===== src/rtl/bram_dbg_pkg.sv =====
// Shared encodings and helpers for the BRAM debug sequencer.
package bram_dbg_pkg;

    localparam int unsigned XLEN           = 32;
    localparam int unsigned CNT_W          = 13;
    localparam int unsigned BRAM_WORDS_DEF = 4096;

    // Command opcodes; 5..7 are illegal.
    localparam logic [2:0] OP_LOAD_I = 3'd0;
    localparam logic [2:0] OP_LOAD_D = 3'd1;
    localparam logic [2:0] OP_DUMP_I = 3'd2;
    localparam logic [2:0] OP_DUMP_D = 3'd3;
    localparam logic [2:0] OP_RUN    = 3'd4;

    // Sequencer states.
    localparam logic [2:0] ST_IDLE      = 3'd0;
    localparam logic [2:0] ST_LOAD      = 3'd1;
    localparam logic [2:0] ST_RUN_RST   = 3'd2;
    localparam logic [2:0] ST_RUN       = 3'd3;
    localparam logic [2:0] ST_DUMP_ADDR = 3'd4;
    localparam logic [2:0] ST_DUMP_WAIT = 3'd5;
    localparam logic [2:0] ST_DUMP_OUT  = 3'd6;
    localparam logic [2:0] ST_FIN       = 3'd7;

    // Clamp a requested word count to the BRAM depth.
    function automatic logic [CNT_W-1:0] clamp_count(input logic [CNT_W-1:0] cnt,
                                                     input int unsigned       lim);
        if (32'(cnt) > lim) return CNT_W'(lim);
        return cnt;
    endfunction

    // Byte address of word k.
    function automatic logic [XLEN-1:0] word_addr(input logic [CNT_W-1:0] k);
        return XLEN'(k) << 2;
    endfunction

endpackage


===== src/rtl/bram_dbg_port_mux.sv =====
// Steers one internal debug-port bundle onto the instruction or data BRAM.
module bram_dbg_port_mux
    import bram_dbg_pkg::*;
(
    input  logic            sel_i,       // 0 = instruction BRAM, 1 = data BRAM
    input  logic [XLEN-1:0] a2_i,
    input  logic [XLEN-1:0] wd2_i,
    input  logic [3:0]      we2_i,
    output logic [XLEN-1:0] rd2_o,
    output logic [XLEN-1:0] iram_a2_o,
    output logic [XLEN-1:0] iram_wd2_o,
    output logic [3:0]      iram_we2_o,
    input  logic [XLEN-1:0] iram_rd2_i,
    output logic [XLEN-1:0] dram_a2_o,
    output logic [XLEN-1:0] dram_wd2_o,
    output logic [3:0]      dram_we2_o,
    input  logic [XLEN-1:0] dram_rd2_i
);

    // Drive only the selected port; the other is held at zero.
    always_comb begin
        iram_a2_o  = '0;
        iram_wd2_o = '0;
        iram_we2_o = '0;
        dram_a2_o  = '0;
        dram_wd2_o = '0;
        dram_we2_o = '0;
        if (sel_i) begin
            dram_a2_o  = a2_i;
            dram_wd2_o = wd2_i;
            dram_we2_o = we2_i;
        end else begin
            iram_a2_o  = a2_i;
            iram_wd2_o = wd2_i;
            iram_we2_o = we2_i;
        end
        rd2_o = sel_i ? dram_rd2_i : iram_rd2_i;
    end

endmodule


===== src/rtl/bram_debug_sequencer.sv =====
// Load/run/dump sequencer owning the BRAM debug ports and the core reset.
module bram_debug_sequencer
    import bram_dbg_pkg::*;
#(
    parameter int unsigned BRAM_WORDS   = BRAM_WORDS_DEF,
    parameter int unsigned READ_LATENCY = 1,
    parameter int unsigned RST_HOLD     = 5
) (
    input  logic            CPU_CLK,
    input  logic            CPU_RST_N,
    input  logic            cmd_valid,
    output logic            cmd_ready,
    input  logic [2:0]      cmd_op,
    input  logic [CNT_W-1:0] cmd_count,
    input  logic [31:0]     cmd_cycles,
    input  logic            in_valid,
    output logic            in_ready,
    input  logic [XLEN-1:0] in_data,
    output logic            out_valid,
    input  logic            out_ready,
    output logic [XLEN-1:0] out_data,
    output logic            out_last,
    output logic            core_rst,
    output logic [XLEN-1:0] iram_a2,
    output logic [XLEN-1:0] iram_wd2,
    output logic [3:0]      iram_we2,
    input  logic [XLEN-1:0] iram_rd2,
    output logic [XLEN-1:0] dram_a2,
    output logic [XLEN-1:0] dram_wd2,
    output logic [3:0]      dram_we2,
    input  logic [XLEN-1:0] dram_rd2,
    output logic            busy,
    output logic            done,
    output logic            err
);

    logic [2:0]       state_q, state_d;
    logic [CNT_W-1:0] cnt_q, cnt_d, n_q, n_d;
    logic [31:0]      cyc_q, cyc_d, tmr_q, tmr_d;
    logic             sel_q, sel_d;
    logic [XLEN-1:0]  a2_q, a2_d, wd2_q, wd2_d, out_data_q, out_data_d;
    logic [3:0]       we2_q, we2_d;
    logic             in_ready_q, in_ready_d, out_valid_q, out_valid_d;
    logic             out_last_q, out_last_d, core_rst_q, core_rst_d;
    logic             busy_q, busy_d, done_q, done_d, err_q, err_d;
    logic             cmd_ready_q, cmd_ready_d;
    logic [XLEN-1:0]  rd2_sel;
    logic [CNT_W-1:0] n_req;
    logic             accept, in_hs, out_hs;

    assign accept = cmd_valid && cmd_ready_q;
    assign in_hs  = in_valid && in_ready_q;
    assign out_hs = out_valid_q && out_ready;
    assign n_req  = clamp_count(cmd_count, BRAM_WORDS);

    // Next-state and registered-output logic.
    always_comb begin
        state_d    = state_q;
        cnt_d      = cnt_q;
        n_d        = n_q;
        cyc_d      = cyc_q;
        tmr_d      = tmr_q;
        sel_d      = sel_q;
        a2_d       = a2_q;
        wd2_d      = wd2_q;
        we2_d      = '0;
        out_data_d = out_data_q;
        out_last_d = out_last_q;
        err_d      = 1'b0;

        case (state_q)
            ST_IDLE: begin
                if (accept) begin
                    n_d   = n_req;
                    cyc_d = cmd_cycles;
                    sel_d = cmd_op[0];
                    cnt_d = '0;
                    tmr_d = '0;
                    a2_d  = '0;
                    wd2_d = '0;
                    case (cmd_op)
                        OP_LOAD_I, OP_LOAD_D: state_d = (n_req == '0) ? ST_FIN : ST_LOAD;
                        OP_DUMP_I, OP_DUMP_D: state_d = (n_req == '0) ? ST_FIN : ST_DUMP_ADDR;
                        OP_RUN:               state_d = ST_RUN_RST;
                        default: begin
                            state_d = ST_FIN;
                            err_d   = 1'b1;
                        end
                    endcase
                end
            end
            ST_LOAD: begin
                if (in_hs) begin
                    a2_d  = word_addr(cnt_q);
                    wd2_d = in_data;
                    we2_d = 4'b1111;
                    cnt_d = cnt_q + CNT_W'(1);
                end else if (cnt_q == n_q) begin
                    state_d = ST_FIN;
                end
            end
            ST_RUN_RST: begin
                if (tmr_q == 32'(RST_HOLD - 1)) begin
                    tmr_d   = '0;
                    state_d = (cyc_q == '0) ? ST_FIN : ST_RUN;
                end else begin
                    tmr_d = tmr_q + 32'd1;
                end
            end
            ST_RUN: begin
                if (tmr_q == cyc_q - 32'd1) state_d = ST_FIN;
                else                        tmr_d   = tmr_q + 32'd1;
            end
            ST_DUMP_ADDR: begin
                tmr_d   = '0;
                state_d = ST_DUMP_WAIT;
            end
            ST_DUMP_WAIT: begin
                if (tmr_q == 32'(READ_LATENCY - 1)) begin
                    state_d    = ST_DUMP_OUT;
                    out_data_d = rd2_sel;
                    out_last_d = (cnt_q == n_q - CNT_W'(1));
                end else begin
                    tmr_d = tmr_q + 32'd1;
                end
            end
            ST_DUMP_OUT: begin
                if (out_hs) begin
                    out_last_d = 1'b0;
                    if (cnt_q == n_q - CNT_W'(1)) begin
                        state_d = ST_FIN;
                    end else begin
                        cnt_d   = cnt_q + CNT_W'(1);
                        a2_d    = word_addr(cnt_d);
                        state_d = ST_DUMP_ADDR;
                    end
                end
            end
            ST_FIN: begin
                state_d = ST_IDLE;
                a2_d    = '0;
                wd2_d   = '0;
            end
            default: state_d = ST_IDLE;
        endcase

        in_ready_d  = (state_d == ST_LOAD) && (cnt_d < n_d);
        out_valid_d = (state_d == ST_DUMP_OUT);
        core_rst_d  = (state_d != ST_RUN);
        busy_d      = (state_d != ST_IDLE);
        done_d      = (state_d == ST_FIN);
        cmd_ready_d = (state_d == ST_IDLE);
    end

    // State and output registers with synchronous active-low reset.
    always_ff @(posedge CPU_CLK) begin
        if (!CPU_RST_N) begin
            state_q     <= ST_IDLE;
            cnt_q       <= '0;
            n_q         <= '0;
            cyc_q       <= '0;
            tmr_q       <= '0;
            sel_q       <= 1'b0;
            a2_q        <= '0;
            wd2_q       <= '0;
            we2_q       <= '0;
            out_data_q  <= '0;
            out_last_q  <= 1'b0;
            in_ready_q  <= 1'b0;
            out_valid_q <= 1'b0;
            core_rst_q  <= 1'b1;
            busy_q      <= 1'b0;
            done_q      <= 1'b0;
            err_q       <= 1'b0;
            cmd_ready_q <= 1'b1;
        end else begin
            state_q     <= state_d;
            cnt_q       <= cnt_d;
            n_q         <= n_d;
            cyc_q       <= cyc_d;
            tmr_q       <= tmr_d;
            sel_q       <= sel_d;
            a2_q        <= a2_d;
            wd2_q       <= wd2_d;
            we2_q       <= we2_d;
            out_data_q  <= out_data_d;
            out_last_q  <= out_last_d;
            in_ready_q  <= in_ready_d;
            out_valid_q <= out_valid_d;
            core_rst_q  <= core_rst_d;
            busy_q      <= busy_d;
            done_q      <= done_d;
            err_q       <= err_d;
            cmd_ready_q <= cmd_ready_d;
        end
    end

    assign cmd_ready = cmd_ready_q;
    assign in_ready  = in_ready_q;
    assign out_valid = out_valid_q;
    assign out_data  = out_data_q;
    assign out_last  = out_last_q;
    assign core_rst  = core_rst_q;
    assign busy      = busy_q;
    assign done      = done_q;
    assign err       = err_q;

    bram_dbg_port_mux u_mux (
        .sel_i      (sel_q),
        .a2_i       (a2_q),
        .wd2_i      (wd2_q),
        .we2_i      (we2_q),
        .rd2_o      (rd2_sel),
        .iram_a2_o  (iram_a2),
        .iram_wd2_o (iram_wd2),
        .iram_we2_o (iram_we2),
        .iram_rd2_i (iram_rd2),
        .dram_a2_o  (dram_a2),
        .dram_wd2_o (dram_wd2),
        .dram_we2_o (dram_we2),
        .dram_rd2_i (dram_rd2)
    );

endmodule


===== config.mk =====
export PLATFORM = sky130hd
export DESIGN_NAME = bram_debug_sequencer
export DESIGN_NICKNAME = d
export VERILOG_FILES = /design/src/rtl/bram_dbg_pkg.sv /design/src/rtl/bram_dbg_port_mux.sv /design/src/rtl/bram_debug_sequencer.sv
export SDC_FILE = /design/constraint.sdc
export NUM_CORES = 1
export LEC_CHECK = 0
export ABC_AREA = 1
export BUFFER_PORTS_ARGS = -buffer_cell sky130_fd_sc_hd__clkbuf_2
export CELL_PAD_IN_SITES_DETAIL_PLACEMENT = 0
export CELL_PAD_IN_SITES_GLOBAL_PLACEMENT = 1
export CORE_MARGIN = 2
export CORE_UTILIZATION = 40
export CTS_BUF_LIST = sky130_fd_sc_hd__clkbuf_8
export DETAILED_ROUTE_END_ITERATION = 8
export PLACE_DENSITY_LB_ADDON = 0.08
export SETUP_SLACK_MARGIN = 0.5
export SLEW_MARGIN = 20
export SYNTH_ARGS = -nofsm -noshare
export SYNTH_HDL_FRONTEND = slang
export SYNTH_SLANG_ARGS = --single-unit

===== constraint.sdc =====
create_clock -name CPU_CLK -period 4.5 [get_ports CPU_CLK]
set_input_delay 0.9 -clock CPU_CLK [delete_from_list [all_inputs] [get_ports CPU_CLK]]
set_output_delay 0.9 -clock CPU_CLK [all_outputs]
set_load 0.03 [all_outputs]

==> results.ini <==
[logic_synthesis]
synth-seq-area-share_pct = 30.54
yosysWarningCount = 0
yosys_reg_bits = 180
async_reset_ff_share_pct = 0
synthFlopType = sky130_fd_sc_hd__dfxtp_1
post_synth_instance_area_sq_um = 11800
mapped_avg_cell_area_sq_um = 6.285
synth_cells = 1877
number_of_flops_mapped_to_enable_cells_by_yosys = 0
yosys.cell_types.count = 44

[pwr]
p_leak_nw = 6.749
power.internal_mw = 3.709
power.share.clock_pct = 14.1
total_power_mw = 8.029
comb_power_share_pct = 57.8
switchingPower_mw = 4.320
pwr-share-seq_pct = 28.1
power.ir.vdd_worst_mv = 0.4071
power_density_nw_per_um2 = 589.5
sw_share_pct = 53.81

[detailed_routing]
detailedRoute.firstPassIterationCount = 5
first_iter_violations = 805
avgRoutedWirePerCell_um = 16.82
post_drt_via_cell_ratio = 5.040
routed_wirelength_um = 41880
ant_nets = 0
route.detailed.drc = 0
route.vias.total = 12550

[placement]
gp_congestion = 0.9242
portbufs = 286
dpl.cell_count = 2457
post_dp_cell_area_sq_um = 13220
detailedPlacementHpwl_um = 32160

[grt]
grt_start_max_net_pins = 114
grt_first_pass_wirelength_um = 65710
gr-usage-all-layers_pct = 27.00
grt_overflow_total = 0
grt_antenna_before_repair = 0
via_count_of_the_first_global_routing_pass = 12030

[setup_path]
critPathArrivalTime_ns = 3.84
cp-end-kind = flip-flop
required_time_of_the_worst_setup_path_ns = 4.93
max_fanout_on_critical_path = 12
regToRegSetupSlack_ns = 1.09
criticalPathCategory = reg2reg
cp-start-kind = flip-flop

[outcome]
status = finished, final reports clean

[clocking]
source_to_sink_clock_delay_at_the_later_pin_of_the_worst_skew_pair_ns = 0.49
deepest_level_of_the_cts_h_tree = 4
clk_transition_reported_paths_ns = 0.11
cts_tree = done
postCtsSetupBuffers = 0
cts_max_path_buffers = 2
cts-root-buf = sky130_fd_sc_hd__clkbuf_8
post_cts_hold_buffer_count = 0
tritoncts_num_sinks = 180
numCtsBuffers = 17
post_cts_gate_resize_count = 0

[floorplan]
die-height_um = 175.7
fp.dieArea_sq_um = 30880
num_rows = 62
core-area_sq_um = 28860
die-width_um = 175.7
initial_utilization_pct = 40.88
design.portCount = 325

[sta]
maxClockFrequency_mhz = 293.3
final_max_slew_viol_count = 0
timing.max_slew.rel_slack_pct = 42.15
setup-tns-final_ns = 0
finalHoldViolCount = 0
tightestPinTransition_ns = 0.8624
setup_repair_after_global_routing_missed_its_margin = false
final_cycle_utilization_of_the_critical_path_pct = 75.76
finClkSkew_ns = 0.02312
setup_viol_count_final = 0
finalCriticalPeriod_ns = 3.409

[layout]
final_core_util_pct = 47.20
share_of_final_layout_standard_cells_stronger_than_drive_strength_1_pct = 17.90
design_area_sq_um = 13620
layoutNonFillerInstCount = 2490
area_delta_synth_final_pct = 15.45
num-nets-final = 2259
diodes_inserted = 0

[worst_hold_path]
min-delay-path-class = reg2reg

[flow_run]
maxCapViolations = 0

-- cells in the mapped netlist, types with 17 or more instances --
master                     instances  share of area (%)
sky130_fd_sc_hd__a21oi_1         144                6.1
sky130_fd_sc_hd__ha_1             17                1.8
sky130_fd_sc_hd__inv_1           230                7.3
sky130_fd_sc_hd__xnor2_1          22                1.6
sky130_fd_sc_hd__xor2_1           53                3.9
sky130_fd_sc_hd__nand4_1          29                1.5
sky130_fd_sc_hd__a31oi_1          33                1.7
sky130_fd_sc_hd__a211oi_1         40                2.5
sky130_fd_sc_hd__dfxtp_1         180                 31
sky130_fd_sc_hd__nor3_1           27                1.1
sky130_fd_sc_hd__nand2_1         445                 14
sky130_fd_sc_hd__buf_4            45                2.9
sky130_fd_sc_hd__nor2_1          242                7.7
sky130_fd_sc_hd__clkbuf_1         68                2.2
sky130_fd_sc_hd__nand3_1          50                2.1
sky130_fd_sc_hd__o21ai_0         107                4.5
-- sequential cells by signal, summed over array words and instances (netlist names), 3 cells and up --
register and count:
cyc_q 32, wd2_q 32, cnt_q 13, tmr_q 32, state_q 3, a2_q 13
out_data 32, n_q 13
-- layout by cell type, fill, tap and decap left out, types with 4 or more instances in the layout --
| cell | netlist | routed |
|---|---|---|
| sky130_fd_sc_hd__a211oi_1 | 40 | 40 |
| sky130_fd_sc_hd__a21oi_1 | 144 | 144 |
| sky130_fd_sc_hd__a22oi_1 | 12 | 12 |
| sky130_fd_sc_hd__a31oi_1 | 33 | 33 |
| sky130_fd_sc_hd__buf_4 | 45 | 12 |
| sky130_fd_sc_hd__clkbuf_2 | 4 | 285 |
| sky130_fd_sc_hd__clkbuf_8 | 0 | 18 |
| sky130_fd_sc_hd__conb_1 | 1 | 38 |
| sky130_fd_sc_hd__dfxtp_1 | 180 | 179 |
| sky130_fd_sc_hd__ha_1 | 17 | 17 |
| sky130_fd_sc_hd__inv_1 | 230 | 231 |
| sky130_fd_sc_hd__inv_2 | 13 | 16 |
| sky130_fd_sc_hd__nand2_1 | 445 | 445 |
| sky130_fd_sc_hd__nand2_2 | 4 | 4 |
| sky130_fd_sc_hd__nand3_1 | 50 | 50 |
| sky130_fd_sc_hd__nand3_2 | 4 | 4 |
| sky130_fd_sc_hd__nand3b_1 | 9 | 9 |
| sky130_fd_sc_hd__nand4_1 | 29 | 29 |
| sky130_fd_sc_hd__nor2_1 | 242 | 241 |
| sky130_fd_sc_hd__nor2_2 | 11 | 11 |
| sky130_fd_sc_hd__nor3_1 | 27 | 27 |
| sky130_fd_sc_hd__nor4_1 | 9 | 9 |
| sky130_fd_sc_hd__o211ai_1 | 7 | 7 |
| sky130_fd_sc_hd__o21ai_0 | 107 | 107 |
| sky130_fd_sc_hd__o21ai_1 | 10 | 10 |
| sky130_fd_sc_hd__o21bai_1 | 7 | 7 |
| sky130_fd_sc_hd__o221ai_1 | 4 | 4 |
| sky130_fd_sc_hd__o22ai_1 | 9 | 9 |
| sky130_fd_sc_hd__xnor2_1 | 22 | 22 |
| sky130_fd_sc_hd__xor2_1 | 53 | 53 |
-- routing by layer --
metal,part of all wire (%),up-vias,global-route usage [%],routed length (um)
met1,43,5813,33.44,18180
met5,0,-,0,0
li1,-,6371,-,-
met3,5.1,40,5.411,2140
met4,1.3,0,5.579,561
met2,50,326,48.39,21010
-- area by class of cell --
type | count | area, sq um
Sequential cell | 180 | 3607
Fill cell | 3235 | 15240
Multi-Input combinational cell | 1349 | 6683
Inverter | 246 | 923.4
Timing Repair Buffer | 299 | 1549
Clock inverter | 14 | 130.1
Tap cell | 384 | 480.5
Clock buffer | 18 | 247.7
-- cells by family after synthesis --
kind of cell | count (synthesis) | synth area share (%)
AND/OR/NAND/NOR | 844 | 30.02
flip-flops | 180 | 30.54
AO/OA/AOI/OAI | 375 | 17.92
adder cells (fa/ha/maj) | 17 | 1.803
buffers and inverters | 385 | 14.11
XOR/XNOR | 75 | 5.568
other | 1 | 0.03179
-- stage by stage --
stage	setup WS, ns	hold slack (ns)
finish	1.091	0.4772
global route	0.6830	0.5098
CTS	1.073	0.4812
detailed placement	1.083	0.4652
global placement	1.059	0.4581
floorplan	1.561	0.4419
-- critical path: stages (launching register included) --
cell and delay, ns:
sky130_fd_sc_hd__dfxtp_1 0.32, sky130_fd_sc_hd__inv_1 0.14, sky130_fd_sc_hd__ha_1 0.25, sky130_fd_sc_hd__nand2_1 0.16, sky130_fd_sc_hd__nor2_2 0.17, sky130_fd_sc_hd__nand2_1 0.06
sky130_fd_sc_hd__nand2_1 0.06, sky130_fd_sc_hd__nand2_1 0.06, sky130_fd_sc_hd__nor2_2 0.17, sky130_fd_sc_hd__nand3_2 0.14, sky130_fd_sc_hd__nand2_2 0.13, sky130_fd_sc_hd__inv_1 0.20
sky130_fd_sc_hd__o22ai_1 0.24, sky130_fd_sc_hd__o211ai_1 0.17, sky130_fd_sc_hd__ha_1 0.32, sky130_fd_sc_hd__nand2_1 0.09, sky130_fd_sc_hd__nor2_1 0.05, sky130_fd_sc_hd__a211oi_1 0.18
sky130_fd_sc_hd__o221ai_1 0.13, sky130_fd_sc_hd__nor2_1 0.12, sky130_fd_sc_hd__nand2_1 0.07, sky130_fd_sc_hd__a21oi_1 0.12
-- power by group through the flow --
| stage | registers, mW | clock network (mW) | logic [mW] |
|---|---|---|---|
| final | 2.26 | 1.13 | 4.64 |
| after global routing | 2.30 | 1.24 | 5.22 |
| after floorplan | 2.24 | 0 | 3.49 |
| after global placement | 2.34 | 0 | 4.53 |
| after detailed placement | 2.35 | 0 | 4.56 |
| after CTS | 2.31 | 1.17 | 4.58 |
-- worst paths after layout --
path	startpoint	to	cells after the start
max	n_q[0]	in_ready	21
min	a2_q[7]	a2_q[7]	2
max reg2reg	n_q[0]	in_ready	21
min reg2reg	a2_q[7]	a2_q[7]	2
(Power assumes the default switching activity.)
